$ cat config.mk
export PLATFORM = sky130hd
export DESIGN_NAME = tff_consistency_monitor
export DESIGN_NICKNAME = d
export VERILOG_FILES = /design/src/rtl/tff_consistency_monitor.sv
export SDC_FILE = /design/constraint.sdc
export NUM_CORES = 1
export LEC_CHECK = 0
export BUFFER_PORTS_ARGS = -buffer_cell sky130_fd_sc_hd__buf_4
export CORE_ASPECT_RATIO = 0.7
export CORE_MARGIN = 5
export CORE_UTILIZATION = 55
export CTS_CLUSTER_DIAMETER = 200
export DETAILED_ROUTE_END_ITERATION = 8
export PLACE_DENSITY = 0.76
export SYNTH_ARGS = -nofsm -noshare
export SYNTH_HDL_FRONTEND = slang
export SYNTH_SLANG_ARGS = --single-unit
export TNS_END_PERCENT = 20
$ cat constraint.sdc
create_clock -name clk -period 2.65 [get_ports clk]
set_input_delay 0.53 -clock clk [delete_from_list [all_inputs] [get_ports clk]]
set_output_delay 0.53 -clock clk [all_outputs]
set_load 0.005 [all_outputs]
$ cat src/rtl/tff_consistency_monitor.sv
// rtl/tff_consistency_monitor.sv - golden-model checker for the three-way T flip-flop block
module tff_consistency_monitor #(
    parameter int CW       = 8,
    parameter int TW       = 16,
    parameter int FAULT_TH = 4
) (
    input  logic          clk,
    input  logic          reset,
    input  logic          en,
    input  logic          clear,
    input  logic          t,
    input  logic          q_sr,
    input  logic          q_jk,
    input  logic          q_d,
    output logic          checking,
    output logic          fault,
    output logic [2:0]    err_flags,
    output logic [CW-1:0] mism_sr,
    output logic [CW-1:0] mism_jk,
    output logic [CW-1:0] mism_d,
    output logic [TW-1:0] toggle_cnt
);

    typedef enum logic [1:0] {IDLE, SYNC, CHECK, FAULT} state_t;

    localparam logic [CW-1:0] CNT_MAX = '1;
    localparam logic [CW-1:0] TH      = CW'(FAULT_TH);

    state_t        state;
    state_t        state_next;
    logic          golden;
    logic [2:0]    q_vec;
    logic [2:0]    miss;
    logic          hit_th;
    logic          q_maj;
    logic [CW-1:0] cnt     [3];
    logic [CW-1:0] cnt_inc [3];

    // Index 2/1/0 = sr/jk/d, matching err_flags bit order.
    assign q_vec   = {q_sr, q_jk, q_d};
    assign q_maj   = (q_sr & q_jk) | (q_sr & q_d) | (q_jk & q_d);
    assign mism_sr = cnt[2];
    assign mism_jk = cnt[1];
    assign mism_d  = cnt[0];

    always_comb begin
        miss   = '0;
        hit_th = 1'b0;
        for (int k = 0; k < 3; k++) begin
            // Case inequality so an X/Z flop output is flagged rather than masked.
            miss[k]    = (q_vec[k] !== golden);
            cnt_inc[k] = (miss[k] && cnt[k] != CNT_MAX) ? cnt[k] + CW'(1) : cnt[k];
            if (cnt_inc[k] >= TH) begin
                hit_th = 1'b1;
            end
        end

        state_next = state;
        case (state)
            IDLE:    if (en) state_next = SYNC;
            SYNC:    state_next = en ? CHECK : IDLE;
            CHECK: begin
                if (hit_th) begin
                    state_next = FAULT;
                end else if (!en) begin
                    state_next = IDLE;
                end
            end
            FAULT:   state_next = FAULT;
            default: state_next = IDLE;
        endcase
    end

    always_ff @(posedge clk) begin
        if (reset || clear) begin
            state      <= IDLE;
            checking   <= 1'b0;
            fault      <= 1'b0;
            golden     <= 1'b0;
            err_flags  <= 3'b000;
            toggle_cnt <= '0;
            for (int k = 0; k < 3; k++) begin
                cnt[k] <= '0;
            end
        end else begin
            state    <= state_next;
            checking <= (state_next == CHECK);
            fault    <= (state_next == FAULT);
            case (state)
                // Majority of the pre-edge outputs, toggled, is the post-edge value.
                SYNC: golden <= q_maj ^ t;
                CHECK: begin
                    for (int k = 0; k < 3; k++) begin
                        cnt[k] <= cnt_inc[k];
                    end
                    err_flags <= err_flags | miss;
                    golden    <= golden ^ t;
                    if (t) begin
                        toggle_cnt <= toggle_cnt + TW'(1);
                    end
                end
                default: ;
            endcase
        end
    end

endmodule

==> results.py <==
metrics = {
    "outcome": {
        "status": "finished clean",
    },
    "synth": {
        "synth_fp_nets": 310,
        "synthCells": 294,
        "postSynth.asyncResetShare": 0,
        "syn_area_per_cell_um2": 9.43,
        "ys_seq_area_frac": 0.433,
        "yosysTopAreaCell": "edfxtp_1",
        "syn-cell-area_um2": 2770,
        "synth_edf_count": 24,
        "netlist-cell-type-count": 47,
        "synth_area_leaders": "edfxtp_1, dfxtp_1, nor2_1",
        "ys_warn_count": 0,
        "synth.top_cell.area_share": 0.260,
        "yosys_most_used_dff": "edfxtp_1",
        "synth-seq-cells": 48,
    },
    "setup_path": {
        "crit_path_max_fanout": 6,
        "crit_type": "register to register",
        "rrSetupSlack_ps": 150,
        "cp-start-kind": "register",
        "worstSetupEndpointType": "register",
        "worstPathArrival_ps": 2760,
        "cp_cell_sequence": "buf_4 -> xor2_4 -> and4_4 -> mux2i_1 -> or3_1 -> or4_4 -> a2111oi_4 -> o31a_1",
        "max_stage_delay_ps": 450,
        "cp.required_ps": 2910,
        "cp_slowest_cell": "or4_4",
    },
    "clocking": {
        "clkTransAtPathRegs_ps": 100,
        "clockBufferDepth": 2,
        "root_buffer": "clkbuf_8",
        "cts_tree": "built",
        "htree_levels": 2,
        "clock-sinks": 48,
        "cts_hold_buffers": 0,
        "insertion_delay_ps": 310,
        "cts_made_buffers": 5,
    },
    "floorplan": {
        "initial_core_util": 0.573,
        "core_um2": 4830,
        "top_level_ports": 53,
        "num_rows": 21,
        "die_y_um": 69.4,
        "dieArea_um2": 6580,
        "die_w_um": 94.9,
    },
    "sta": {
        "clock_skew_ps": 10.6,
        "fin_crit_sh": 0.942,
        "worst_pin_slew_ps": 471,
        "slew_violations": 0,
        "relSlewSlack": 0.683,
        "fin_crit_ps": 2500,
        "hold_viol_final": 0,
        "finalSetupTns_ps": 0,
        "clock.fmax_mhz": 401,
        "finalSetupViolCount": 0,
        "rsz0062_at_grt": "no",
    },
    "placement": {
        "io_buffers": 52,
        "hpwlAfterDp_um": 4770,
        "gp_congestion": 0.845,
    },
    "cells_and_area": {
        "area_growth_pct": 24.3,
        "fill_cells": 393,
        "finalNetCount": 380,
        "seq_area_um2": 1200,
        "drive_above_1_share": 0.244,
        "antenna_cells": 0,
        "final_util": 0.713,
        "multiInputGateArea_um2": 1500,
    },
    "detailed_routing": {
        "vias_per_cell": 5.49,
        "drt_first_pass_iters": 4,
        "drt_iter0_drc": 200,
        "vias": 2382,
        "ant_nets": 0,
        "drt-total-wl_um": 6360,
        "wl_per_cell_um": 14.7,
        "drc": 0,
    },
    "global_routing": {
        "grt_pass1_wl_um": 10400,
        "grt_max_degree": 25,
        "gr-total-overflow": 0,
        "grt_pass1_vias": 2143,
        "antenna_found_initial": 0,
        "track_usage": 0.199,
    },
    "job": {
        "drv_cap": 0,
    },
    "power": {
        "p_leak_nw": 1.44,
        "p_per_area_nw_per_um2": 425,
        "vdd_drop_max_v": 0.000350,
    },
    "min_path": {
        "hold_class": "register to register",
    },
}
## per-stage QoR
step           instance area (um^2)  total power (W)  instances  hold WS, ps  setup WS, ps
2_1_floorplan                  2770         0.000949        294          460           180
4_1_cts                        3440          0.00148        434          496           154
3_5_place_dp                   3360          0.00104        426          472          36.2
6_report                       3450          0.00146        434          497           153
3_3_place_gp                   3360          0.00104        426          470          73.4
5_1_grt                        3450          0.00153        434          515          10.3
## final cells by class
type / instances / area share
inverters: 9 / 0.00980
multi-input cells: 228 / 0.435
clock buffers: 5 / 0.0200
clock inverters: 3 / 0.00472
well taps: 69 / 0.0251
flip-flops and latches: 48 / 0.349
repair buffers: 72 / 0.157
## synthesized netlist by cell type, types with 2 or more instances
library cell / instances
a211o_1: 2
a211oi_1: 4
a21o_1: 2
a21oi_1: 16
a31oi_1: 5
a41oi_1: 2
and2_1: 2
and3_1: 12
and4_1: 2
clkbuf_1: 8
dfxtp_1: 24
edfxtp_1: 24
ha_1: 8
inv_1: 9
mux2i_1: 13
nand2_1: 19
nand2b_1: 3
nand3_1: 21
nand3b_1: 2
nand4_1: 7
nor2_1: 41
nor2b_1: 3
nor3_1: 5
nor3b_1: 2
o21a_1: 2
o21ai_0: 11
or2_2: 3
or3_1: 5
xnor2_1: 5
xor2_1: 14
xor2_4: 2
## worst max-delay path: cells and delay by family (launching register included)
family                 cells  cell delay, ps
flip-flops                 1             320
XOR/XNOR                   1             220
AO/OA/AOI/OAI              2             530
multiplexers               1              80
buffers and inverters      1             200
AND/OR/NAND/NOR            3            1100
## flip-flops by register name, summed over array words and instances (netlist names)
register	flops
checking	1
cnt	24
err_flags	3
fault	1
golden	1
state	2
toggle_cnt	16
## cell families (layout without fill, tap and decap cells)
kind of cell / count (synthesis) / in the layout / synth area share
buf+inv: 18 / 89 / 0.0271
simple gates: 133 / 133 / 0.244
mux: 13 / 13 / 0.0469
compound gates: 51 / 51 / 0.123
xor+xnor: 22 / 22 / 0.0857
flops: 48 / 48 / 0.433
fa+ha+maj: 9 / 9 / 0.0397
## report_power, final
group / internal (W) / switching, W
clock network: 0.000184 / 0.000256
registers: 0.000799 / 0.0000279
logic: 0.0000939 / 0.000103
total: 0.00108 / 0.000388
## timing repair
action | 4_1_cts | 5_1_grt
endpoints found under the setup margin | 0 | 2
setup buffers | 0 | 0
resized for setup | 0 | 1
## placed cells by master (no fill, tap or decap), drive strengths merged, types with 2 or more instances in the layout
cell type  count
buf           72
nor2          41
dfxtp         24
edfxtp        24
nand3         21
nand2         19
xor2          17
a21oi         16
mux2i         13
and3          12
o21ai         11
inv           11
ha             8
nand4          7
or3            5
nor3           5
xnor2          5
a31oi          5
clkbuf         5
a211oi         4
nand2b         3
or2            3
and4           3
nor2b          3
nor3b          2
o21a           2
a41oi          2
and2           2
nand3b         2
a21o           2
a211o          2
## path summary, 6_finish.rpt
check                                            endpoint  cells after the start                 startpoint
worst min-delay path            err_flags[0]$_SDFFE_PP0P_                      2  err_flags[0]$_SDFFE_PP0P_
worst max register to register        checking$_SDFF_PP0_                      8        golden$_SDFFE_PP0P_
worst min register to register  err_flags[0]$_SDFFE_PP0P_                      2  err_flags[0]$_SDFFE_PP0P_
worst max-delay path                  checking$_SDFF_PP0_                      8        golden$_SDFFE_PP0P_
## per-layer routing
metal,up-vias,wire length (um),GRT usage
met3,7,445,0.0466
li1,1205,-,-
met1,1098,3240,0.305
met4,0,70,0.0528
met2,72,2600,0.276
met5,-,0,0
No activity file was read; power rests on OpenSTA's default activity.
